$ cat src/rtl/tt_scan_pkg.sv
// Shared types and defaults for the truth-table scanner.
//   state_e     : scanner FSM states
//   DEF_N_IN    : default number of function inputs
//   DEF_SETTLE  : default settle clocks before sampling F
//   tt_depth()  : table depth for a given input count (2**n)
package tt_scan_pkg;

   localparam int unsigned DEF_N_IN   = 3;
   localparam int unsigned DEF_SETTLE = 2;

   typedef enum logic [1:0] {
      IDLE   = 2'd0,
      SETTLE = 2'd1,
      SAMPLE = 2'd2,
      DONE   = 2'd3
   } state_e;

   function automatic int unsigned tt_depth(input int unsigned n);
      return 32'd1 << n;
   endfunction

endpackage

$ cat src/rtl/settle_timer.sv
// Load / count-down timer with a zero flag, used to space input application and sampling.
// Ports:
//   clk, rst_n  : clock, async active-low reset
//   load        : load load_val this cycle (takes priority over counting)
//   load_val    : value to load
//   zero_c      : combinational flag, counter currently at zero
module settle_timer #(
   parameter int unsigned CW = 2
) (
   input  logic          clk,
   input  logic          rst_n,
   input  logic          load,
   input  logic [CW-1:0] load_val,
   output logic          zero_c
);

   logic [CW-1:0] cnt_q;
   logic [CW-1:0] cnt_d;

   // Count down and park at zero until the next load
   always_comb begin
      cnt_d = cnt_q;
      if (load) begin
         cnt_d = load_val;
      end else if (cnt_q != '0) begin
         cnt_d = cnt_q - CW'(1);
      end
   end

   always_ff @(posedge clk or negedge rst_n) begin
      if (!rst_n) cnt_q <= '0;
      else        cnt_q <= cnt_d;
   end

   assign zero_c = (cnt_q == '0);

endmodule

$ cat src/rtl/truth_table_scanner.sv
// Automatic truth-table capture: steps abc_o through every input combination, waits
// SETTLE_CYCLES clocks, samples f_i into tt_o and counts minterms.
// Optional feature macro: TT_COMPARE_EN (adds expected_i / match_o / first_err_o).
// Ports:
//   clk, rst_n   : clock, async active-low reset
//   start        : begin a scan (only honoured in IDLE)
//   abc_o        : function inputs, MSB = A
//   f_i          : function output F
//   busy         : scan in progress
//   done         : one-cycle completion pulse
//   tt_o         : captured table, tt_o[i] = F(i)
//   minterm_cnt  : number of ones in tt_o
//   expected_i   : reference table (TT_COMPARE_EN)
//   match_o      : tt_o == expected_i, valid from done (TT_COMPARE_EN)
//   first_err_o  : lowest mismatching index (TT_COMPARE_EN)
module truth_table_scanner
   import tt_scan_pkg::*;
#(
   parameter int unsigned N_IN          = DEF_N_IN,
   parameter int unsigned SETTLE_CYCLES = DEF_SETTLE
) (
   input  logic                      clk,
   input  logic                      rst_n,
   input  logic                      start,
   output logic [N_IN-1:0]           abc_o,
   input  logic                      f_i,
   output logic                      busy,
   output logic                      done,
   output logic [tt_depth(N_IN)-1:0] tt_o,
`ifdef TT_COMPARE_EN
   input  logic [tt_depth(N_IN)-1:0] expected_i,
   output logic                      match_o,
   output logic [N_IN-1:0]           first_err_o,
`endif
   output logic [N_IN:0]             minterm_cnt
);

   localparam int unsigned DEPTH = tt_depth(N_IN);
   localparam int unsigned CW    = $clog2(SETTLE_CYCLES) + 1;
   localparam int unsigned IW    = N_IN + 1;

   state_e            state_q, state_d;
   logic [IW-1:0]     idx_q, idx_d;
   logic [N_IN-1:0]   abc_q, abc_d;
   logic              busy_q, busy_d;
   logic              done_q, done_d;
   logic [DEPTH-1:0]  tt_q, tt_d;
   logic [N_IN:0]     cnt_q, cnt_d;
   logic              timer_load;
   logic              timer_zero_c;

`ifdef TT_COMPARE_EN
   logic              match_q, match_d;
   logic [N_IN-1:0]   ferr_q, ferr_d;
   logic [DEPTH-1:0]  diff_c;
   logic [N_IN-1:0]   ferr_c;

   // Lowest set bit of the mismatch vector; scanning downward lets the lowest win
   assign diff_c = tt_d ^ expected_i;
   always_comb begin
      ferr_c = '0;
      for (int i = int'(DEPTH) - 1; i >= 0; i--) begin
         if (diff_c[i]) ferr_c = N_IN'(i);
      end
   end
`endif

   settle_timer #(.CW(CW)) u_settle_timer (
      .clk      (clk),
      .rst_n    (rst_n),
      .load     (timer_load),
      .load_val (CW'(SETTLE_CYCLES - 1)),
      .zero_c   (timer_zero_c)
   );

   // Next-state and next-output logic
   always_comb begin
      state_d    = state_q;
      idx_d      = idx_q;
      abc_d      = abc_q;
      busy_d     = busy_q;
      done_d     = 1'b0;
      tt_d       = tt_q;
      cnt_d      = cnt_q;
      timer_load = 1'b0;
`ifdef TT_COMPARE_EN
      match_d    = match_q;
      ferr_d     = ferr_q;
`endif
      unique case (state_q)
         IDLE: begin
            if (start) begin
               idx_d      = '0;
               abc_d      = '0;
               tt_d       = '0;
               cnt_d      = '0;
               busy_d     = 1'b1;
               timer_load = 1'b1;
               state_d    = SETTLE;
`ifdef TT_COMPARE_EN
               match_d    = 1'b0;
               ferr_d     = '0;
`endif
            end
         end
         SETTLE: begin
            if (timer_zero_c) state_d = SAMPLE;
         end
         SAMPLE: begin
            tt_d[idx_q[N_IN-1:0]] = f_i;
            cnt_d = cnt_q + IW'(f_i);
            if (idx_q == IW'(DEPTH - 1)) begin
               // Last entry: finish, return inputs to zero
               state_d = DONE;
               done_d  = 1'b1;
               busy_d  = 1'b0;
               abc_d   = '0;
`ifdef TT_COMPARE_EN
               match_d = (diff_c == '0);
               ferr_d  = ferr_c;
`endif
            end else begin
               idx_d      = idx_q + IW'(1);
               abc_d      = N_IN'(idx_q + IW'(1));
               timer_load = 1'b1;
               state_d    = SETTLE;
            end
         end
         DONE: begin
            state_d = IDLE;
         end
         default: state_d = IDLE;
      endcase
   end

   always_ff @(posedge clk or negedge rst_n) begin
      if (!rst_n) begin
         state_q <= IDLE;
         idx_q   <= '0;
         abc_q   <= '0;
         busy_q  <= 1'b0;
         done_q  <= 1'b0;
         tt_q    <= '0;
         cnt_q   <= '0;
`ifdef TT_COMPARE_EN
         match_q <= 1'b0;
         ferr_q  <= '0;
`endif
      end else begin
         state_q <= state_d;
         idx_q   <= idx_d;
         abc_q   <= abc_d;
         busy_q  <= busy_d;
         done_q  <= done_d;
         tt_q    <= tt_d;
         cnt_q   <= cnt_d;
`ifdef TT_COMPARE_EN
         match_q <= match_d;
         ferr_q  <= ferr_d;
`endif
      end
   end

   assign abc_o       = abc_q;
   assign busy        = busy_q;
   assign done        = done_q;
   assign tt_o        = tt_q;
   assign minterm_cnt = cnt_q;
`ifdef TT_COMPARE_EN
   assign match_o     = match_q;
   assign first_err_o = ferr_q;
`endif

endmodule

$ cat config.mk
export PLATFORM = sky130hd
export DESIGN_NAME = truth_table_scanner
export DESIGN_NICKNAME = d
export VERILOG_FILES = /design/src/rtl/tt_scan_pkg.sv /design/src/rtl/settle_timer.sv /design/src/rtl/truth_table_scanner.sv
export SDC_FILE = /design/constraint.sdc
export NUM_CORES = 1
export LEC_CHECK = 0
export ABC_CLOCK_PERIOD_IN_PS = 2800
export BUFFER_PORTS_ARGS = -buffer_cell sky130_fd_sc_hd__buf_2
export CAP_MARGIN = 20
export CORE_MARGIN = 1
export CORE_UTILIZATION = 55
export DETAILED_ROUTE_END_ITERATION = 6
export GPL_TIMING_DRIVEN = 0
export PLACE_DENSITY_LB_ADDON = 0.2
export SETUP_SLACK_MARGIN = 0.2
export SLEW_MARGIN = 20
export SYNTH_ARGS = -nofsm -noshare
export SYNTH_HDL_FRONTEND = slang
export SYNTH_SLANG_ARGS = --single-unit
$ cat constraint.sdc
create_clock -name clk -period 2.8 [get_ports clk]
set_input_delay 0.14 -clock clk [delete_from_list [all_inputs] [get_ports clk]]
set_output_delay 0.14 -clock clk [all_outputs]
set_load 0.02 [all_outputs]
==> After elaboration in Yosys (flattened, before gate mapping) <==
Index checks and enable logic that the tools add are counted.
{ "op_classes": {"n_eq_ne": 8, "mux": 26, "n_reduce_logical": 10, "n_addsub": 3, "magnitude_cmp": 2} }
{ "ops": {"columns": ["cell", "n"], "rows": [
  ["one-hot mux 4 bit (2 select lines)", 2],
  ["one-hot mux 8 bit (2 select lines)", 1],
  ["two-way mux 2 bit", 5],
  ["bitwise mux 8 bit", 1],
  ["two-way mux 4 bit", 2],
  ["two-way mux 8 bit", 1],
  ["!= test 2 bit, second input constant", 4],
  ["one-hot mux 2 bit (4 select lines)", 1],
  ["two-way mux 1 bit", 7],
  ["two-way mux 3 bit", 2],
  ["one-hot mux 3 bit (2 select lines)", 1],
  ["AND reduction 3 bit", 2],
  ["nonzero test 2 bit", 3],
  ["adder 4 x 1 -> 4 bit", 1],
  ["adder 4 x 1 -> 4 bit, second input constant", 1],
  ["== test 2 bit, second input constant", 2],
  ["== test 4 x 3 -> 1 bit, second input constant", 1],
  ["logical NOT 2 bit", 2],
  ["less-than comparator 3 x 4 -> 1 bit, second input constant", 1],
  ["one-hot mux 1 bit (2 select lines)", 2],
  ["AND reduction 2 bit", 2],
  ["demux 1 bit (select 3 bit)", 1],
  [">= comparator 3 x 1 -> 1 bit, second input constant", 1],
  ["== test 2 x 1 -> 1 bit, second input constant", 1],
  ["other kinds (2)", 2]
]} }
{ "totals": {"ff_bits": 25, "elab_cells": 57} }

==> Depth between registers and ports, before layout <==
Gate-level depths: netlist of the first run.
{ "logic_depth": {"depth_word": 6, "depth_mapped": 5} }

==> By module <==
Synthesis of the first run repeated with hierarchy kept, for this count alone.
{ "hier_totals": {"cells_unflattened": 124, "area_unflattened_um2": 1268.7} }
{ "modules_own_cells": {"columns": ["mod", "seq_area_each_um2", "cells_each", "area_per_inst_um2", "instances"], "rows": [
  ["truth_table_scanner", 575.6, 112, 1154.9, 1],
  ["settle_timer", 50.0, 12, 113.9, 1]
]} }

==> Least setup slack after synthesis of the first run <==
OpenSTA, ideal clock, no wires.
{ "synth_path": {"path_type": "register to register", "start": "register idx_q[0]", "end": "register idx_q[1]", "stages_incl_launch_ff": 5, "n_path_buf": 0, "path_slack_ns": 1.424, "setup_ns": 0.095, "synth_period_minus_slack_ns": 1.376, "arrival_ns": 1.281, "path_cell_list": "dfrtp_1 > ha_1 > nand3b_1 > and2_1 > o31ai_1"} }
{ "synth_via": {"elab_chain_cells": 3} }
{ "synth_lines": {"columns": ["element", "line_no", "rtl"], "rows": [
  ["start: declaration", "truth_table_scanner.sv:43", "logic [IW-1:0] idx_q, idx_d;"],
  ["start signal: assignment", "truth_table_scanner.sv:151", "idx_q <= idx_d;"],
  ["adder 4 x 1 -> 4 bit or == test 4 x 3 -> 1 bit (tied branches)", null, null],
  ["two-way mux 4 bit or != test 2 bit (tied branches)", null, null],
  ["one-hot mux 4 bit (2 select lines) or AND reduction 3 bit (tied branches)", null, null]
]} }
Parallel ways exist; a longest one is shown, timed or not. The select of a mux whose other input is x is not followed.
A chain may end at the register's enable or synchronous reset.

==> Final worst setup path of the first run <==
Ends and elaborated chain as after synthesis.

==> results of run 1 <==
## state kept, by name, indices dropped and copies added, names as in the netlist
name / cells
u_settle_timer.cnt_q: 2
minterm_cnt: 4
abc_o: 3
state_q: 2
busy: 1
done: 1
idx_q: 4
tt_o: 8
## report_power, final
part / internal, mW / leakage (nW) / switching, mW / total (mW)
clock: 0.0556 / 0.0150 / 0.103 / 0.159
sequential: 0.436 / 0.334 / 0.0979 / 0.534
combinational: 0.166 / 0.343 / 0.242 / 0.407
total: 0.657 / 0.692 / 0.443 / 1.10
## worst paths after layout
check                           startpoint        endpoint  slack (ns)
worst max register to register    idx_q[0]        idx_q[1]        1.08
min in group asynchronous            rst_n  minterm_cnt[0]        0.33
worst min register to register        busy            busy        0.51
max in group asynchronous            rst_n            done        2.11
worst min-delay path                 start            busy        0.13
worst max-delay path              idx_q[0]        idx_q[1]        1.08
## metrics by stage
| step | worst slack [ns] | util [%] |
|---|---|---|
| 3_5_place_dp | 1.13 | 66.7 |
| 5_1_grt | 0.894 | 68.5 |
| 2_1_floorplan | 1.42 | - |
| 3_3_place_gp | 1.18 | 66.7 |
| 6_report | 1.08 | 68.5 |
| 4_1_cts | 1.09 | 68.5 |
## cell type report
cell class / count / area share (%)
plain buffers: 4 / 2.08
clock buffers: 4 / 1.90
inverters: 6 / 1.63
multi-input cells: 77 / 38.8
flip-flops and latches: 25 / 45.2
well taps: 27 / 2.44
repair buffers: 21 / 7.95
## logic make-up (layout without fill, tap and decap cells)
kind of cell	after synthesis	after routing	synth area share [%]
mux	5	5	4.63
xor+xnor	4	4	2.88
buf+inv	10	35	4.22
simple gates	39	39	18.8
compound gates	25	25	13.8
fa+ha+maj	4	4	4.12
flops	25	25	51.5
## critical path: cells and delay by family, from the launching register on
kind	cells	cell delay, ns
simple gates	2	0.56
fa+ha+maj	1	0.31
flops	1	0.58
compound gates	1	0.20
## layer usage
| metal | track usage (%) | wire (microns) | vias to the layer above |
|---|---|---|---|
| met1 | 32.2 | 1090 | 443 |
| met5 | 0 | 0 | - |
| met2 | 35.6 | 1110 | 33 |
| li1 | - | - | 446 |
| met3 | 2.80 | 109 | 2 |
| met4 | 8.82 | 14 | 0 |
## layout by cell type (no fill, tap or decap), types with 2 or more instances in the layout
cell | Yosys | layout
a21oi_1 | 4 | 4
a22o_1 | 4 | 4
buf_2 | 2 | 22
clkbuf_4 | 0 | 3
dfrtp_1 | 25 | 25
ha_1 | 4 | 4
inv_1 | 6 | 6
mux2_1 | 5 | 5
nand2_1 | 8 | 8
nand2b_1 | 3 | 3
nand3_1 | 5 | 5
nand3b_1 | 2 | 2
nor2_1 | 6 | 6
nor2b_1 | 7 | 7
o21ai_0 | 3 | 3
o21ai_1 | 3 | 3
o22ai_1 | 4 | 4
xor2_1 | 3 | 3
==> flow_summary.toml, run 1 <==
[run_status]
run_status = "finished clean"

[logic_synthesis]
synth.cell_area_sq_um = 1210
synth.area.top_cells = "dfrtp_1 51%, mux2_1 4.6%, ha_1 4.1%"
synth_area_per_cell_sq_um = 10.8
synth_edf_count = 0
yosys-top-cells-count = "25 x dfrtp_1, 8 x nand2_1, 7 x nor2b_1"
synthMostInstantiatedCell = "dfrtp_1"
ys_types = 35
yosys_register_bits = 25
synthCells = 112
synth-seq-area-share_pct = 51.5
ys.flop_type = "dfrtp_1"
yosysWarningCount = 0
synth_top_area_share_pct = 51.5
synth_nets = 120
async_flop_share_pct = 100
yosysTopAreaCell = "dfrtp_1"

[setup_path]
path_cells = "ha_1 > nand3b_1 > and2_1 > o31ai_1"
worstPathArrival_ns = 1.95
path_class = "reg -> reg"
slowest_delay_ns = 0.58
cp_max_fo = 8
critPathRequiredTime_ns = 3.03
reg2reg_depth = 4
cpMaxStageDelayCell = "dfrtp_1"
cp-end-kind = "flip-flop"
startpoint_type = "flip-flop"

[floorplanning]
num_rows = 16
core_sq_um = 2020
io_pins = 21
initial_core_util_pct = 60.1
die_w_microns = 49
die_h_microns = 49
dieArea_sq_um = 2400

[route]
first_pass_iters = 4
antenna_left = 0
drt_iter0_drc = 14
drcViolationCount = 0
wl_per_cell_microns = 14.2
drt_wl_total_microns = 2330
vias = 924
vias_per_cell = 5.63

[global_routing]
grt_max_degree = 26
antenna_found_initial = 0
grt_pass1_vias = 878
grt.total_usage_pct = 22.7
grt-ovfl-total = 0
grt_pass1_wl_microns = 4060

[layout]
area_growth_pct = 14.0
multiInputGateArea_sq_um = 538
diodes = 0
design_area_sq_um = 1390
regArea_sq_um = 626
fin_nets = 146
instances_no_fill = 164
drive_above_1_share_pct = 21.9
nFillCells = 170

[placed_design]
dp_hpwl_microns = 1630
gp_congestion = 0.786
port-buffer-count = 20
place_inst = 159
placed_area_sq_um = 1350

[sta]
setup_viol = 0
final_hold_viol_count = 0
finClkSkew_ns = 0.00262
slew_violations = 0
min_period_over_period_pct = 61.6
hold_ws_ns = 0.127
fmax_mhz = 580
rsz0062_at_grt = "no"
worst_pin_slew_ns = 0.557
tns_ns = 0
fin_crit_ns = 1.72
slew-limit-headroom_pct = 62.9

[worst_hold_path]
min_path_type = "in -> reg"
whs_path_depth = 3

[clock_network]
cts-resized-gates = 0
cts_tree = "yes"
cts_setup_buffers = 0
cts.sinks = 25
postCtsHoldBufs = 1
clock_latency_ns = 0.31
cts-root-buf = "clkbuf_4"
numCtsBuffers = 3
path_clk_slew_ns = 0.13
htreeDepth = 1
cts_buffer_depth = 2

[pwr]
ir_worst_vdd_mv = 0.580
p_per_area_nw_per_um2 = 794
p_leak_nw = 0.692
p_total_mw = 1.10

[flow_run]
cap_violations = 0
Note: power is estimated with default switching activity, not from simulation.
==> inputs of run 2 (changes only) <==
--- a/config.mk
+++ b/config.mk
@@ -5,11 +5,11 @@
 export SDC_FILE = /design/constraint.sdc
 export NUM_CORES = 1
 export LEC_CHECK = 0
-export ABC_CLOCK_PERIOD_IN_PS = 2800
+export ABC_CLOCK_PERIOD_IN_PS = 1800
 export BUFFER_PORTS_ARGS = -buffer_cell sky130_fd_sc_hd__buf_2
 export CAP_MARGIN = 20
 export CORE_MARGIN = 1
-export CORE_UTILIZATION = 55
+export CORE_UTILIZATION = 54
 export DETAILED_ROUTE_END_ITERATION = 6
 export GPL_TIMING_DRIVEN = 0
 export PLACE_DENSITY_LB_ADDON = 0.2
==> constraint.sdc (replaced) <==
create_clock -name clk -period 1.8 [get_ports clk]
set_input_delay 0.09 -clock clk [delete_from_list [all_inputs] [get_ports clk]]
set_output_delay 0.09 -clock clk [all_outputs]
set_load 0.02 [all_outputs]
==> run 2 against run 1 <==
Compared with the run above:
- power rose by 57%
- sequential share of layout area fell by 0.83 points
- routed wire length is 2.0% higher
- largest cell class unchanged
==> flow_summary.toml, run 2 (same netlist as run 1, synthesis figures left out) <==
[run_status]
run_status = "finished clean"

[route]
antenna_left = 0
wl_per_cell_microns = 14.3
vias = 921
drcViolationCount = 0
vias_per_cell = 5.55
drt_wl_total_microns = 2380
drt_iter0_drc = 13
first_pass_iters = 2

[pwr]
combPwrFrac_pct = 37.1
p_clk_share_pct = 14.3
p_seq_share_pct = 48.7
swShare_pct = 40.3
p_leak_nw = 0.700
p_switching_mw = 0.697
ir_worst_vdd_mv = 0.814
p_per_area_nw_per_um2 = 1220
p_int_mw = 1.03

[global_routing]
grt_pass1_vias = 905
grt.total_usage_pct = 21.1
busiest_layer = "met2"
met3_usage_pct = 2.80
grt_pass1_wl_microns = 3930
grt.met1_usage_pct = 27.4
antenna_found_initial = 0
grt-ovfl-total = 0
met2_usage_pct = 36.1
grt_max_degree = 26

[flow_run]
cap_violations = 0

[sta]
slew_violations = 0
slew-limit-headroom_pct = 63.0
fmax_mhz = 650
worst_pin_slew_ns = 0.555
final_hold_viol_count = 0
tns_ns = 0
setup_viol = 0
fin_crit_ns = 1.54
min_period_over_period_pct = 85.5
rsz0062_at_grt = "yes"
finClkSkew_ns = 0.00707

[clock_network]
clock_latency_ns = 0.32
htreeDepth = 1
path_clk_slew_ns = 0.12
cts_buffer_depth = 2
numCtsBuffers = 3
cts_tree = "yes"
cts-root-buf = "clkbuf_4"
cts.sinks = 25

[layout]
drive_above_1_share_pct = 24.5
layout_common_cells = "24 x dfrtp_1, 22 x buf_2, 8 x nand2_1"
multiInputGateArea_sq_um = 551
largest_register_ffs = 8
final_common_cell = "dfrtp_1"
fin_nets = 148
regArea_sq_um = 627
diodes = 0
design_area_sq_um = 1410
area_growth_pct = 16.4
nFillCells = 175

[placed_design]
dp_hpwl_microns = 1660
placed_area_sq_um = 1350
gp_congestion = 0.849
port-buffer-count = 20

[floorplanning]
die_w_microns = 49.4
initial_core_util_pct = 59.5
die_h_microns = 49.4
core_sq_um = 2040
dieArea_sq_um = 2440
num_rows = 16
io_pins = 21

[setup_path]
startpoint_type = "flip-flop"
cp_max_fo = 8
path_cells = "ha_1 > nand3b_1 > buf_4 > o21ai_1 > o21ai_0"
crit_buf_inv = 1
crit_family = "flip-flops"
cpMaxStageDelayCell = "dfrtp_2"
worstPathArrival_ns = 1.74
path_class = "reg -> reg"
critPathRequiredTime_ns = 2.00
slowest_delay_ns = 0.51
cp-end-kind = "flip-flop"

[worst_hold_path]
min_path_type = "in -> reg"
==> run 2: final timing paths <==
kind	slack [ns]	start	depth (start not counted)	end
min reg2reg	0.50	busy	2	busy
max	0.26	idx_q[0]	5	busy
min in group asynchronous	0.27	rst_n	2	tt_o[0]
max reg2reg	0.26	idx_q[0]	5	busy
min	0.08	start	3	busy
max in group asynchronous	1.13	rst_n	2	idx_q[0]
==> run 2: cell type report <==
cell class,count,area share (%)
Sequential cell,25,44.3
Multi-Input combinational cell,77,38.9
Timing Repair Buffer,23,8.85
Tap cell,27,2.39
Buffer,4,2.04
Clock buffer,4,1.86
Inverter,6,1.59
==> run 2: per-stage QoR <==
step | worst slack [ns] | power, mW | hold WS (ns) | cells | utilization [%]
after floorplan | 0.424 | 1.28 | -0.206 | 112 | -
after global placement | 0.203 | 1.44 | 0.0991 | 159 | 66.1
after detailed placement | 0.158 | 1.47 | 0.111 | 159 | 66.1
after CTS | 0.211 | 1.72 | 0.0642 | 164 | 67.9
after global routing | 0.169 | 1.84 | 0.107 | 166 | 69.2
final | 0.261 | 1.73 | 0.0822 | 166 | 69.2
==> run 2: power groups by stage <==
stage	sequential (mW)	clock [mW]	combinational, mW
2_1_floorplan	0.873	0	0.403
3_3_place_gp	0.829	0	0.608
3_5_place_dp	0.838	0	0.630
4_1_cts	0.828	0.255	0.636
5_1_grt	0.860	0.271	0.714
6_report	0.841	0.246	0.640
==> run 2: per-layer routing <==
metal | vias to the layer above | part of all wire [%]
li1 | 451 | -
met1 | 442 | 47
met2 | 21 | 49
met3 | 7 | 2.9
met4 | 0 | 1.7
met5 | - | 0
==> run 2: worst register-to-register path: cells and delay by family (launching register included) <==
| kind | cells | cell delay [ns] |
|---|---|---|
| flip-flops | 1 | 0.51 |
| adder cells (fa/ha/maj) | 1 | 0.28 |
| AND/OR/NAND/NOR | 1 | 0.23 |
| buffers and inverters | 1 | 0.22 |
| AO/OA/AOI/OAI | 2 | 0.19 |
==> run 2: what timing repair did <==
item / in CTS / in global routing
endpoints found under the setup margin: 2 / 5
endpoints found under the hold margin: 25 / 0
pin swaps: 0 / 1
buffers inserted: 0 / 2
hold buffers: 1 / 0
gates resized for setup: 1 / 2
==> inputs of run 3 (changes only) <==
--- a/config.mk
+++ b/config.mk
@@ -8,7 +8,7 @@
 export ABC_CLOCK_PERIOD_IN_PS = 1800
 export BUFFER_PORTS_ARGS = -buffer_cell sky130_fd_sc_hd__buf_2
 export CAP_MARGIN = 20
-export CORE_MARGIN = 1
+export CORE_MARGIN = 5
 export CORE_UTILIZATION = 54
 export DETAILED_ROUTE_END_ITERATION = 6
 export GPL_TIMING_DRIVEN = 0
==> run 3 against run 2 <==
Compared with the run above:
- first-iteration DRC count fell by 46%
- final area fell by 0.62%
- die area is 35% higher
- sequential cell count is the same
- via count is 1.6% lower
- power barely moved
- non-clock buffer count down 1
- routed wire length shrank 0.42%
- setup slack better by 0.037 ns
==> flow_summary.toml, run 3 (same netlist as run 1, synthesis figures left out) <==
[floorplanning]
die_h_microns = 57.4
core_sq_um = 2170
num_rows = 17
die_w_microns = 57.4
io_pins = 21
dieArea_sq_um = 3300
initial_core_util_pct = 56.0

[pwr]
swShare_pct = 40.5
p_total_mw = 1.73
combPwrFrac_pct = 36.4
p_seq_share_pct = 48.7
p_switching_mw = 0.701
p_leak_nw = 0.695
p_int_mw = 1.03
ir_worst_vdd_mv = 0.979
p_per_area_nw_per_um2 = 1230
p_clk_share_pct = 15.0

[run_status]
run_status = "finished clean"

[sta]
setup_viol = 0
final_hold_viol_count = 0
worst_pin_slew_ns = 0.544
fin_crit_ns = 1.50
finClkSkew_ns = 0.00214
slew-limit-headroom_pct = 63.7
fin_ws_ns = 0.298
fmax_mhz = 666
min_period_over_period_pct = 83.4
rsz0062_at_grt = "yes"
slew_violations = 0
tns_ns = 0

[placed_design]
port-buffer-count = 20
dp_hpwl_microns = 1690
placed_area_sq_um = 1350
pre_cts_ws_ns = 0.178
gp_congestion = 0.783

[worst_hold_path]
min_from = "start"
min_delay_worst_endpoint = "busy"
min_path_type = "in -> reg"
whs_path_depth = 3

[clock_network]
clock_latency_ns = 0.32
cts.sinks = 25
htreeDepth = 1
cts_tree = "yes"
numCtsBuffers = 3
cts-root-buf = "clkbuf_4"
cts_buffer_depth = 2
path_clk_slew_ns = 0.14

[global_routing]
grt_pass1_vias = 848
grt_pass1_wl_microns = 4040
busiest_layer = "met2"
grt.met1_usage_pct = 22.1
grt.total_usage_pct = 15.7
met3_usage_pct = 2.71
grt_max_degree = 26
grt-ovfl-total = 0
antenna_found_initial = 0
met2_usage_pct = 23.7

[layout]
design_area_sq_um = 1410
nFillCells = 186
fin_nets = 147
diodes = 0
layout_common_cells = "24 x dfrtp_1, 22 x buf_2, 8 x nand2_1"
largest_register_ffs = 8
drive_above_1_share_pct = 23.9
area_growth_pct = 15.7
final_common_cell = "dfrtp_1"

[setup_path]
crit_path_start = "idx_q[0]"
path_class = "reg -> reg"
cp-end-kind = "flip-flop"
cpMaxStageDelayCell = "dfrtp_2"
r2r_start = "idx_q[0]"
path_cells = "ha_1 > nand3b_1 > buf_4 > o21ai_1 > o21ai_0"
cp_max_fo = 8
reg2reg_depth = 5
r2r-end = "busy"
slowest_delay_ns = 0.51
r2r_slack_ns = 0.30
startpoint_type = "flip-flop"
critPathRequiredTime_ns = 2.01
worstPathArrival_ns = 1.71

[route]
drcViolationCount = 0
drt_iter0_drc = 7
wl_per_cell_microns = 14.3
vias_per_cell = 5.46
first_pass_iters = 4
drt_wl_total_microns = 2370
antenna_left = 0
vias = 906

[flow_run]
cap_violations = 0
run 3: cell types whose count changed in the layout (fill, tap and decap cells not counted):
cell        previous run  this run
buf_4                  3         2
clkbuf_1               1         0
clkinvlp_4             0         1
nor4_1                 0         1
nor4_2                 1         0
run 3: power groups by stage:
stage	Clock, mW	Combinational [mW]	Sequential [mW]
finish	0.259	0.629	0.841
global placement	0	0.612	0.831
global route	0.297	0.707	0.865
CTS	0.266	0.632	0.831
floorplan	0	0.403	0.873
detailed placement	0	0.627	0.839
run 3: critical path, delay by kind of cell (launching register included):
kind / cells / cell delay, ns
compound gates: 2 / 0.20
fa+ha+maj: 1 / 0.28
buf+inv: 1 / 0.20
flops: 1 / 0.51
simple gates: 1 / 0.21
run 3: final cells by class:
| class | count | area, sq um | share of cell area [%] |
|---|---|---|---|
| multi-input combinational | 77 | 544 | 38.7 |
| timing repair buffer | 22 | 118 | 8.37 |
| buffer | 4 | 28.8 | 2.05 |
| sequential | 25 | 627 | 44.6 |
| clock buffer | 3 | 22.5 | 1.60 |
| clock inverter | 1 | 7.51 | 0.534 |
| inverter | 6 | 22.5 | 1.60 |
| tap | 28 | 35.0 | 2.49 |
run 3: per-layer routing:
| layer | share of wire [%] | wire [microns] | up-vias |
|---|---|---|---|
| met5 | 0 | 0 | - |
| met4 | 1.7 | 40 | 0 |
| met3 | 3.7 | 88 | 4 |
| met2 | 47 | 1100 | 13 |
| met1 | 48 | 1130 | 439 |
| li1 | - | - | 450 |
run 3: per-stage QoR:
step | std cells | utilization, % | hold WS, ns
after floorplan | 112 | - | -0.206
after global placement | 160 | 62.2 | 0.102
after detailed placement | 160 | 62.2 | 0.108
after CTS | 165 | 64.1 | 0.0641
after global routing | 166 | 64.8 | 0.106
final | 166 | 64.8 | 0.0748
run 3: worst max-delay path by stage:
stage	endpoint	slack, ns	cells past startpoint
global route	busy	0.19	5
detailed placement	idx_q[1]	0.18	4
CTS	tt_o[0]	0.23	4
floorplan	idx_q[1]	0.42	4
finish	busy	0.30	5
global placement	idx_q[1]	0.20	4
run 3: what timing repair did:
item                                    in CTS  in global routing
gates resized for setup                      1                  1
endpoints found under the setup margin       2                  6
pin swaps                                    0                  1
hold buffers                                 1                  0
buffers inserted                             0                  1
hold endpoints to repair                    25                  0
gates cloned                                 0                  0
